## src/rtl/mvau_pkg.sv

```systemverilog
// rtl/mvau_pkg.sv - shared MVAU types and fold-size helpers
package mvau_pkg;

   // Buffer sequencer state: FILL streams from the input, REPLAY reads the stored vector
   typedef enum logic {
      FILL   = 1'b0,
      REPLAY = 1'b1
   } mvau_buf_state_t;

   // Column folds per input vector
   function automatic int calc_sf(input int matrix_w, input int simd);
      return matrix_w / simd;
   endfunction

   // Neuron folds per output vector
   function automatic int calc_nf(input int matrix_h, input int pe);
      return matrix_h / pe;
   endfunction

   // Counter width that never collapses to zero bits
   function automatic int cnt_width(input int n);
      return (n > 1) ? $clog2(n) : 1;
   endfunction

endpackage

```

## src/rtl/mvau_act_buffer_if.sv

```systemverilog
// rtl/mvau_act_buffer_if.sv - activation input stream and fold-sequenced output bundle
interface mvau_act_buffer_if #(
   parameter int TI = 8,
   parameter int AW = 3
);
   logic          in_v;
   logic          in_rdy;
   logic [TI-1:0] in_act;
   logic          out_rdy;
   logic          out_v;
   logic [TI-1:0] out_act;
   logic [AW-1:0] wmem_addr;
   logic          sf_last;
   logic          nf_last;

   // Upstream source plus downstream consumer (the side driving the buffer)
   modport master (
      output in_v, in_act, out_rdy,
      input  in_rdy, out_v, out_act, wmem_addr, sf_last, nf_last
   );

   // The activation buffer itself
   modport slave (
      input  in_v, in_act, out_rdy,
      output in_rdy, out_v, out_act, wmem_addr, sf_last, nf_last
   );
endinterface

```

## src/rtl/mvau_act_mem.sv

```systemverilog
// rtl/mvau_act_mem.sv - one-vector activation store with registered read port
module mvau_act_mem #(
   parameter int DEPTH = 4,
   parameter int WIDTH = 8,
   parameter int AW    = 2
) (
   input  logic             clk,
   input  logic             rst_n,
   input  logic             en_i,
   input  logic             we_i,
   input  logic [AW-1:0]    addr_i,
   input  logic [WIDTH-1:0] wdata_i,
   output logic [WIDTH-1:0] rdata_o
);
   logic [WIDTH-1:0] mem_q [DEPTH];
   logic [WIDTH-1:0] rdata_q;

   // Storage array is never reset: every word is rewritten before it is replayed
   always_ff @(posedge clk) begin
      if (en_i && we_i) begin
         mem_q[addr_i] <= wdata_i;
      end
   end

   // Read register doubles as the output activation register; writes pass straight through
   always_ff @(posedge clk) begin
      if (!rst_n) begin
         rdata_q <= '0;
      end else if (en_i) begin
         rdata_q <= we_i ? wdata_i : mem_q[addr_i];
      end
   end

   assign rdata_o = rdata_q;

endmodule

```

## src/rtl/mvau_act_buffer.sv

```systemverilog
// rtl/mvau_act_buffer.sv - activation buffer and neuron-fold replay sequencer for mvu_comp
module mvau_act_buffer
   import mvau_pkg::*;
#(
   parameter int SIMD    = 2,
   parameter int PE      = 2,
   parameter int TSrcI   = 4,
   parameter int MatrixW = 8,
   parameter int MatrixH = 4
) (
   input logic              clk,
   input logic              rst_n,
   mvau_act_buffer_if.slave bus
);
   localparam int SF  = calc_sf(MatrixW, SIMD);
   localparam int NF  = calc_nf(MatrixH, PE);
   localparam int TI  = SIMD * TSrcI;
   localparam int AW  = cnt_width(SF * NF);
   localparam int SFW = cnt_width(SF);
   localparam int NFW = cnt_width(NF);

   localparam logic [SFW-1:0] SF_MAX = SFW'(SF - 1);
   localparam logic [NFW-1:0] NF_MAX = NFW'(NF - 1);

   mvau_buf_state_t state_q, state_d;
   logic [SFW-1:0]  sf_q, sf_d;
   logic [NFW-1:0]  nf_q, nf_d;
   logic            out_v_q, out_v_d;
   logic [AW-1:0]   addr_q, addr_d;
   logic            sf_last_q, sf_last_d;
   logic            nf_last_q, nf_last_d;

   logic            is_fill;
   logic            adv;
   logic            sf_wrap;
   logic            nf_wrap;
   logic [TI-1:0]   act_rd;

   assign is_fill = (state_q == FILL);
   assign adv     = bus.out_rdy && (is_fill ? bus.in_v : 1'b1);
   assign sf_wrap = (sf_q == SF_MAX);
   assign nf_wrap = (nf_q == NF_MAX);

   // Next-state for fold counters, state and output flags; out_rdy low holds everything
   always_comb begin
      state_d   = state_q;
      sf_d      = sf_q;
      nf_d      = nf_q;
      out_v_d   = out_v_q;
      addr_d    = addr_q;
      sf_last_d = sf_last_q;
      nf_last_d = nf_last_q;
      if (bus.out_rdy) begin
         out_v_d = adv;
         if (adv) begin
            addr_d    = AW'(nf_q) * AW'(SF) + AW'(sf_q);
            sf_last_d = sf_wrap;
            nf_last_d = nf_wrap;
            if (sf_wrap) begin
               sf_d = '0;
               if (nf_wrap) begin
                  nf_d    = '0;
                  state_d = FILL;
               end else begin
                  nf_d    = nf_q + NFW'(1);
                  state_d = REPLAY;
               end
            end else begin
               sf_d = sf_q + SFW'(1);
            end
         end
      end
   end

   // Sequencer and output register; reset discards any partially delivered vector
   always_ff @(posedge clk) begin
      if (!rst_n) begin
         state_q   <= FILL;
         sf_q      <= '0;
         nf_q      <= '0;
         out_v_q   <= 1'b0;
         addr_q    <= '0;
         sf_last_q <= 1'b0;
         nf_last_q <= 1'b0;
      end else begin
         state_q   <= state_d;
         sf_q      <= sf_d;
         nf_q      <= nf_d;
         out_v_q   <= out_v_d;
         addr_q    <= addr_d;
         sf_last_q <= sf_last_d;
         nf_last_q <= nf_last_d;
      end
   end

   mvau_act_mem #(
      .DEPTH (SF),
      .WIDTH (TI),
      .AW    (SFW)
   ) u_act_mem (
      .clk     (clk),
      .rst_n   (rst_n),
      .en_i    (adv),
      .we_i    (is_fill),
      .addr_i  (sf_q),
      .wdata_i (bus.in_act),
      .rdata_o (act_rd)
   );

   assign bus.in_rdy    = rst_n && bus.out_rdy && is_fill;
   assign bus.out_v     = out_v_q;
   assign bus.out_act   = act_rd;
   assign bus.wmem_addr = addr_q;
   assign bus.sf_last   = sf_last_q;
   assign bus.nf_last   = nf_last_q;

endmodule
```

## src/flat_wrapper.sv

```systemverilog
// flat-port wrapper written by rule: the top's interface ports become plain ports
module mvau_act_buffer_flat import mvau_pkg::*;
#(
   parameter int SIMD    = 2,
   parameter int PE      = 2,
   parameter int TSrcI   = 4,
   parameter int MatrixW = 8,
   parameter int MatrixH = 4
)
  (clk, rst_n, bus_in_v, bus_in_act, bus_out_rdy, bus_in_rdy, bus_out_v, bus_out_act, bus_wmem_addr, bus_sf_last, bus_nf_last);
  mvau_act_buffer_if bus_i ();
  input logic clk;
  input logic rst_n;
  input wire logic [$bits(bus_i.in_v)-1:0] bus_in_v;
  input wire logic [$bits(bus_i.in_act)-1:0] bus_in_act;
  input wire logic [$bits(bus_i.out_rdy)-1:0] bus_out_rdy;
  output wire logic [$bits(bus_i.in_rdy)-1:0] bus_in_rdy;
  output wire logic [$bits(bus_i.out_v)-1:0] bus_out_v;
  output wire logic [$bits(bus_i.out_act)-1:0] bus_out_act;
  output wire logic [$bits(bus_i.wmem_addr)-1:0] bus_wmem_addr;
  output wire logic [$bits(bus_i.sf_last)-1:0] bus_sf_last;
  output wire logic [$bits(bus_i.nf_last)-1:0] bus_nf_last;
  assign bus_i.in_v = bus_in_v;
  assign bus_i.in_act = bus_in_act;
  assign bus_i.out_rdy = bus_out_rdy;
  assign bus_in_rdy = bus_i.in_rdy;
  assign bus_out_v = bus_i.out_v;
  assign bus_out_act = bus_i.out_act;
  assign bus_wmem_addr = bus_i.wmem_addr;
  assign bus_sf_last = bus_i.sf_last;
  assign bus_nf_last = bus_i.nf_last;
  mvau_act_buffer #(.SIMD(SIMD), .PE(PE), .TSrcI(TSrcI), .MatrixW(MatrixW), .MatrixH(MatrixH)) u_core (.clk(clk), .rst_n(rst_n), .bus(bus_i));
endmodule
```

## config.mk

```make
export PLATFORM = sky130hd
export DESIGN_NAME = mvau_act_buffer_flat
export DESIGN_NICKNAME = d
export VERILOG_FILES = /design/src/rtl/mvau_pkg.sv /design/src/rtl/mvau_act_buffer_if.sv /design/src/rtl/mvau_act_mem.sv /design/src/rtl/mvau_act_buffer.sv /design/src/flat_wrapper.sv
export SDC_FILE = /design/constraint.sdc
export NUM_CORES = 1
export LEC_CHECK = 0
export CORE_MARGIN = 4
export CORE_UTILIZATION = 40
export CTS_BUF_LIST = sky130_fd_sc_hd__clkbuf_8
export CTS_CLUSTER_SIZE = 12
export DETAILED_ROUTE_END_ITERATION = 7
export GPL_ROUTABILITY_DRIVEN = 1
export GPL_TIMING_DRIVEN = 0
export HOLD_SLACK_MARGIN = 0.1
export PLACE_DENSITY = 0.67
export SYNTH_ARGS = -nofsm -noshare
export SYNTH_HDL_FRONTEND = slang
export SYNTH_SLANG_ARGS = --single-unit
```

## constraint.sdc

```tcl
create_clock -name clk -period 1.9 [get_ports clk]
set_clock_uncertainty 0.2 [all_clocks]
set_input_delay 0.285 -clock clk [delete_from_list [all_inputs] [get_ports clk]]
set_output_delay 0.285 -clock clk [all_outputs]
set_load 0.02 [all_outputs]
```

==> results of run 1 <==
state kept, by name, summed over array words and instances, names as in the netlist:
| signal | count |
|---|---|
| u_core.nf_q | 1 |
| u_core.bus.wmem_addr | 2 |
| u_core.u_act_mem.mem_q | 32 |
| u_core.u_act_mem.rdata_o | 8 |
| u_core.sf_q | 2 |
| u_core.bus.sf_last | 1 |
| u_core.bus.out_v | 1 |
| u_core.bus.nf_last | 1 |
final timing paths:
path,from,to
worst max-delay path,u_core.bus.nf_last,bus_nf_last
worst min-delay path,bus_out_rdy,u_core.bus.out_v
worst max register to register,u_core.sf_q[0],u_core.u_act_mem.mem_q[0][6]
worst min register to register,u_core.bus.out_v,u_core.bus.out_v
cell usage in the layout (no fill, tap or decap), types with 2 or more instances in the layout:
cell              n
buf_4             2
mux2i_1           4
clkdlybuf4s50_1  22
clkinvlp_4        2
inv_1             2
clkbuf_8          5
nand2_1           3
edfxtp_1         32
nor2b_1           5
a21boi_1          9
ha_1              4
and2_2            4
a21boi_0          2
mux2_2           16
dfxtp_1          16
a22oi_1          17
buf_2             5
power by group through the flow:
stage | Sequential, uW | Combinational [uW] | Clock [uW]
floorplan | 1180 | 82.5 | 0
global placement | 1170 | 166 | 0
detailed placement | 1170 | 170 | 0
CTS | 1150 | 171 | 615
global route | 1150 | 182 | 654
finish | 1150 | 168 | 593
worst min-delay path, cell delays in order:
cell and delay (ns):
buf_2 0.17, nand2b_1 0.12, a21boi_0 0.07
timing repair:
action / 4_1_cts / 5_1_grt
hold endpoints to repair: 0 / 0
setup endpoints to repair: 1 / 1
gates resized for setup: 6 / 1
setup buffers: 0 / 0
logic make-up after synthesis:
group / count (synthesis)
simple gates: 18
compound gates: 30
fa+ha+maj: 4
buf+inv: 11
mux: 20
flops: 48
through the flow:
stage | std cells | TNS [ns] | power [uW] | cell area (um^2) | hold slack (ns)
floorplan | 131 | 0 | 1260 | 1960 | 0.184
global placement | 223 | -5.32 | 1340 | 2300 | 0.287
detailed placement | 223 | -6.00 | 1340 | 2300 | 0.279
CTS | 231 | 0 | 1930 | 2390 | 0.199
global route | 231 | 0 | 1990 | 2390 | 0.239
finish | 231 | 0 | 1910 | 2390 | 0.202
layout make-up:
cell class / count / share of cell area
Tap cell: 67 / 0.0351
Inverter: 2 / 0.00314
Multi-Input combinational cell: 72 / 0.259
Clock inverter: 3 / 0.00785
Buffer: 9 / 0.0246
Sequential cell: 48 / 0.536
Clock buffer: 5 / 0.0288
Timing Repair Buffer: 25 / 0.106
layer usage:
layer,GRT usage,up-vias,part of all wire
li1,-,552,-
met1,0.185,560,0.48
met2,0.226,27,0.46
met3,0.0378,5,0.045
met4,0.0420,0,0.014
met5,0,-,0
==> results.py, run 1 <==
metrics = {
    "timing": {
        "finalCriticalPeriod_ns": 1.79,
        "finalWorstSetupSlack_ns": 0.109,
        "slew_violations": 0,
        "final_hold_viol_count": 0,
        "rsz0062_at_grt": "false",
        "max_freq_mhz": 558,
        "tightest_slew_ns": 0.271,
        "finalSetupViolCount": 0,
        "relSlewSlack": 0.820,
        "post-route-period-util": 0.943,
    },
    "critical_path": {
        "cp.required_ns": 1.41,
        "critPathMaxStageDelay_ns": 0.62,
        "path_depth": 1,
        "cp_top_family": "buffers and inverters",
        "regToRegSetupSlack_ns": 0.22,
        "path_class": "reg -> out",
        "r2r_cells": 4,
        "crit_buf_inv": 1,
        "path_max_fanout": 3,
        "start_kind": "register",
        "cp_cell_sequence": "clkdlybuf4s50_1",
        "crit_path_top_delay_cell": "clkdlybuf4s50_1",
        "crit_path_end_kind": "output port",
        "arrival_ns": 1.31,
    },
    "floorplan": {
        "dieArea_um2": 6090,
        "die_h_um": 78.1,
        "start_util": 0.416,
        "die_w_um": 78.1,
        "core_area_um2": 4720,
        "ios": 27,
        "rows": 25,
    },
    "synthesis": {
        "synthesis.nets": 147,
        "syn-mean-instance-area_um2": 15.0,
        "synth_xor_xnor_area_share": 0,
        "syn_area_um2": 1960,
        "synth.distinct_cells": 24,
        "synthMuxAreaShare": 0.112,
        "ys_top_cells_by_area": "edfxtp_1, dfxtp_1, mux2_2, a22oi_1, a21boi_1",
        "synth_top_area_frac": 0.489,
        "synthSimpleGateAreaFrac": 0.0586,
        "synth_compound_area_frac": 0.119,
        "synth_common_cells": "edfxtp_1, a22oi_1, dfxtp_1, mux2_2, a21boi_1",
        "synthAdderAreaFrac": 0.0255,
        "synth-seq-cells": 48,
        "synth.largest_area_cell": "edfxtp_1",
        "seq_area_frac_synth": 0.653,
        "synth_top_family_by_area": "compound AO/OA/AOI/OAI gates",
        "synth_warnings": 0,
        "synth_edf_count": 32,
        "ys.flop_type": "edfxtp_1",
        "yosysMostFrequentCell": "edfxtp_1",
        "synth_cells": 131,
        "synthArstFlopShare": 0,
    },
    "drt": {
        "drtPass1Iterations": 4,
        "drt-total-wl_mm": 3.88,
        "drc": 0,
        "dr_total_vias": 1144,
        "drtAntennaViolNets": 0,
        "drt_iter0_drc": 45,
        "wl_per_cell_um": 16.8,
        "viasPerCell": 4.95,
    },
    "clock_network": {
        "cts_tree": "done",
        "cts_root_buffer": "clkbuf_8",
        "cts-htree-levels": 2,
        "clock_sinks": 48,
        "clk_latency_ns": 0.30,
        "cts_max_path_buffers": 2,
        "cts_hold_buffers": 0,
        "clkTransAtPathRegs_ns": 0.09,
        "cts_buffers": 5,
    },
    "place": {
        "dp_hpwl_mm": 2.54,
        "place_ws_ns": -0.717,
        "port_buffers": 25,
        "gp_congestion": 0.698,
    },
    "global_routing": {
        "first_global_vias": 1226,
        "grt_usage": 0.140,
        "antenna_found_initial": 0,
        "grt_overflow": 0,
        "grt_pass1_wl_mm": 6.42,
        "grt_max_degree": 16,
    },
    "power_and_ir_drop": {
        "peakVddDrop_uv": 294,
        "seq_power_share": 0.601,
        "leakagePower_uw": 0.000840,
        "pwr-share-clk": 0.311,
        "p_sw_uw": 433,
        "p_int_uw": 1480,
        "p_per_area_nw_per_um2": 798,
        "combPwrFrac": 0.088,
        "p_sw_frac": 0.227,
    },
    "layout": {
        "diodes": 0,
        "fill_cells": 416,
        "multi_input_area_um2": 619,
        "drive_gt1_frac": 0.244,
        "regArea_um2": 1280,
        "fin_nets": 179,
        "area_growth_pct": 21.8,
        "finalCoreUtilization": 0.506,
    },
    "status": {
        "status": "complete, no violations",
    },
    "min_path": {
        "hold_class": "in -> reg",
        "hold_path_depth": 3,
    },
    "job": {
        "drv_cap": 0,
    },
}
No activity file was read; power rests on OpenSTA's default activity.
==> run 2: changes to the inputs <==
--- a/config.mk
+++ b/config.mk
@@ -5,7 +5,7 @@
 export SDC_FILE = /design/constraint.sdc
 export NUM_CORES = 1
 export LEC_CHECK = 0
-export CORE_MARGIN = 4
+export CORE_MARGIN = 5
 export CORE_UTILIZATION = 40
 export CTS_BUF_LIST = sky130_fd_sc_hd__clkbuf_8
 export CTS_CLUSTER_SIZE = 12
==> run 2 against run 1 <==
- routed wire length rose by 3.9%
- clock-buffer cell count did not move
- sequential share of layout area rose by 0.056 points
- critical path depth rose by 3
- cell count did not move
==> results.py, run 2 (synthesized netlist as in run 1, its figures left out) <==
metrics = {
    "global_routing": {
        "grt_pass1_wl_mm": 6.45,
        "first_global_vias": 1196,
        "grt_overflow": 0,
        "grt_max_degree": 16,
        "grt_usage": 0.138,
        "antenna_found_initial": 0,
    },
    "clock_network": {
        "cts_root_buffer": "clkbuf_8",
        "ctsResizeCount": 6,
        "clkTransAtPathRegs_ns": 0.08,
        "cts_tree": "done",
        "cts_buffers": 5,
        "cts_hold_buffers": 0,
        "cts_max_path_buffers": 2,
        "clock_sinks": 48,
        "cts-htree-levels": 2,
        "post-cts-setup-buffer-count": 0,
        "clk_latency_ns": 0.30,
    },
    "timing": {
        "hold_ws_ns": 0.197,
        "max_freq_mhz": 553,
        "tns_ns": 0,
        "relSlewSlack": 0.808,
        "tightest_slew_ns": 0.288,
        "slew_violations": 0,
        "post-route-period-util": 0.953,
        "rsz0062_at_grt": "false",
        "finalWorstSetupSlack_ns": 0.0902,
        "finalCriticalPeriod_ns": 1.81,
        "finalSetupViolCount": 0,
        "final_hold_viol_count": 0,
    },
    "power_and_ir_drop": {
        "p_per_area_nw_per_um2": 792,
        "leakagePower_uw": 0.000849,
        "peakVddDrop_uv": 327,
    },
    "layout": {
        "final_common_cell": "edfxtp_1",
        "fill_cells": 424,
        "fin_nets": 179,
        "final_cell_mix": "edfxtp_1, clkdlybuf4s50_1, a22oi_1",
        "regMostFlops": "u_core.u_act_mem.mem_q",
        "drive_gt1_frac": 0.238,
        "finalNonFillerCells": 231,
        "area_growth_pct": 21.7,
        "fin_area_um2": 2390,
        "largest_register_ffs": 32,
        "diodes": 0,
    },
    "place": {
        "place_ws_ns": -0.740,
        "dpl_cell_area_um2": 2300,
        "port_buffers": 25,
        "dp_hpwl_mm": 2.61,
        "dp_cells": 223,
        "gp_congestion": 0.689,
    },
    "critical_path": {
        "start_kind": "input pin",
        "cp.required_ns": 1.67,
        "arrival_ns": 1.58,
        "crit_path_end_kind": "register",
        "path_class": "in -> reg",
        "path_max_fanout": 10,
    },
    "status": {
        "status": "complete, no violations",
    },
    "drt": {
        "drt-total-wl_mm": 4.03,
        "drc": 0,
        "dr_total_vias": 1163,
        "drtAntennaViolNets": 0,
        "viasPerCell": 5.03,
        "drtPass1Iterations": 4,
        "wl_per_cell_um": 17.4,
        "drt_iter0_drc": 47,
    },
    "floorplan": {
        "dieArea_um2": 6410,
        "core_area_um2": 4750,
        "ios": 27,
        "rows": 25,
        "start_util": 0.413,
        "die_w_um": 80.1,
        "die_h_um": 80.1,
    },
    "min_path": {
        "hold_class": "in -> reg",
    },
    "job": {
        "drv_cap": 0,
    },
}
==> run 2: critical path, stage by stage <==
cell and delay (ns):
clkdlybuf4s50_1 0.54, and3b_1 0.25, buf_6 0.17, and2_2 0.33
==> run 2: final cells by class <==
type,instances,area (um^2),area share
multi-input combinational,72,619,0.259
timing repair buffer,25,253,0.106
tap,67,83.8,0.0351
buffer,9,58.8,0.0246
clock inverter,3,16.3,0.00681
sequential,48,1280,0.536
inverter,2,7.51,0.00314
clock buffer,5,68.8,0.0288
==> run 2: final timing paths <==
kind	startpoint	endpoint	slack, ns	cells past startpoint
setup reg to reg	u_core.nf_q	u_core.u_act_mem.mem_q[2][1]	0.18	3
setup / recovery	bus_in_v	u_core.u_act_mem.mem_q[2][1]	0.09	4
hold / removal	bus_out_rdy	u_core.bus.out_v	0.20	3
hold reg to reg	u_core.bus.out_v	u_core.bus.out_v	0.31	2
==> run 2: metrics by stage <==
stage,utilization,total power (uW)
2_1_floorplan,-,1260
3_3_place_gp,0.483,1340
3_5_place_dp,0.483,1340
4_1_cts,0.502,1910
5_1_grt,0.502,1970
6_report,0.502,1890
==> run 2: routing by layer <==
metal  up-vias  wire, um  part of all wire  track usage
li1        558         -                 -            -
met1       567      1900              0.47        0.182
met2        34      1830              0.45        0.216
met3         4       253             0.063       0.0404
met4         0        40            0.0099       0.0456
met5         -         0                 0            0
==> run 2: report_power, final <==
part	internal, uW	switching (uW)
Clock	252	322
Sequential	1140	10.8
Combinational	84.2	84.9
Total	1470	418
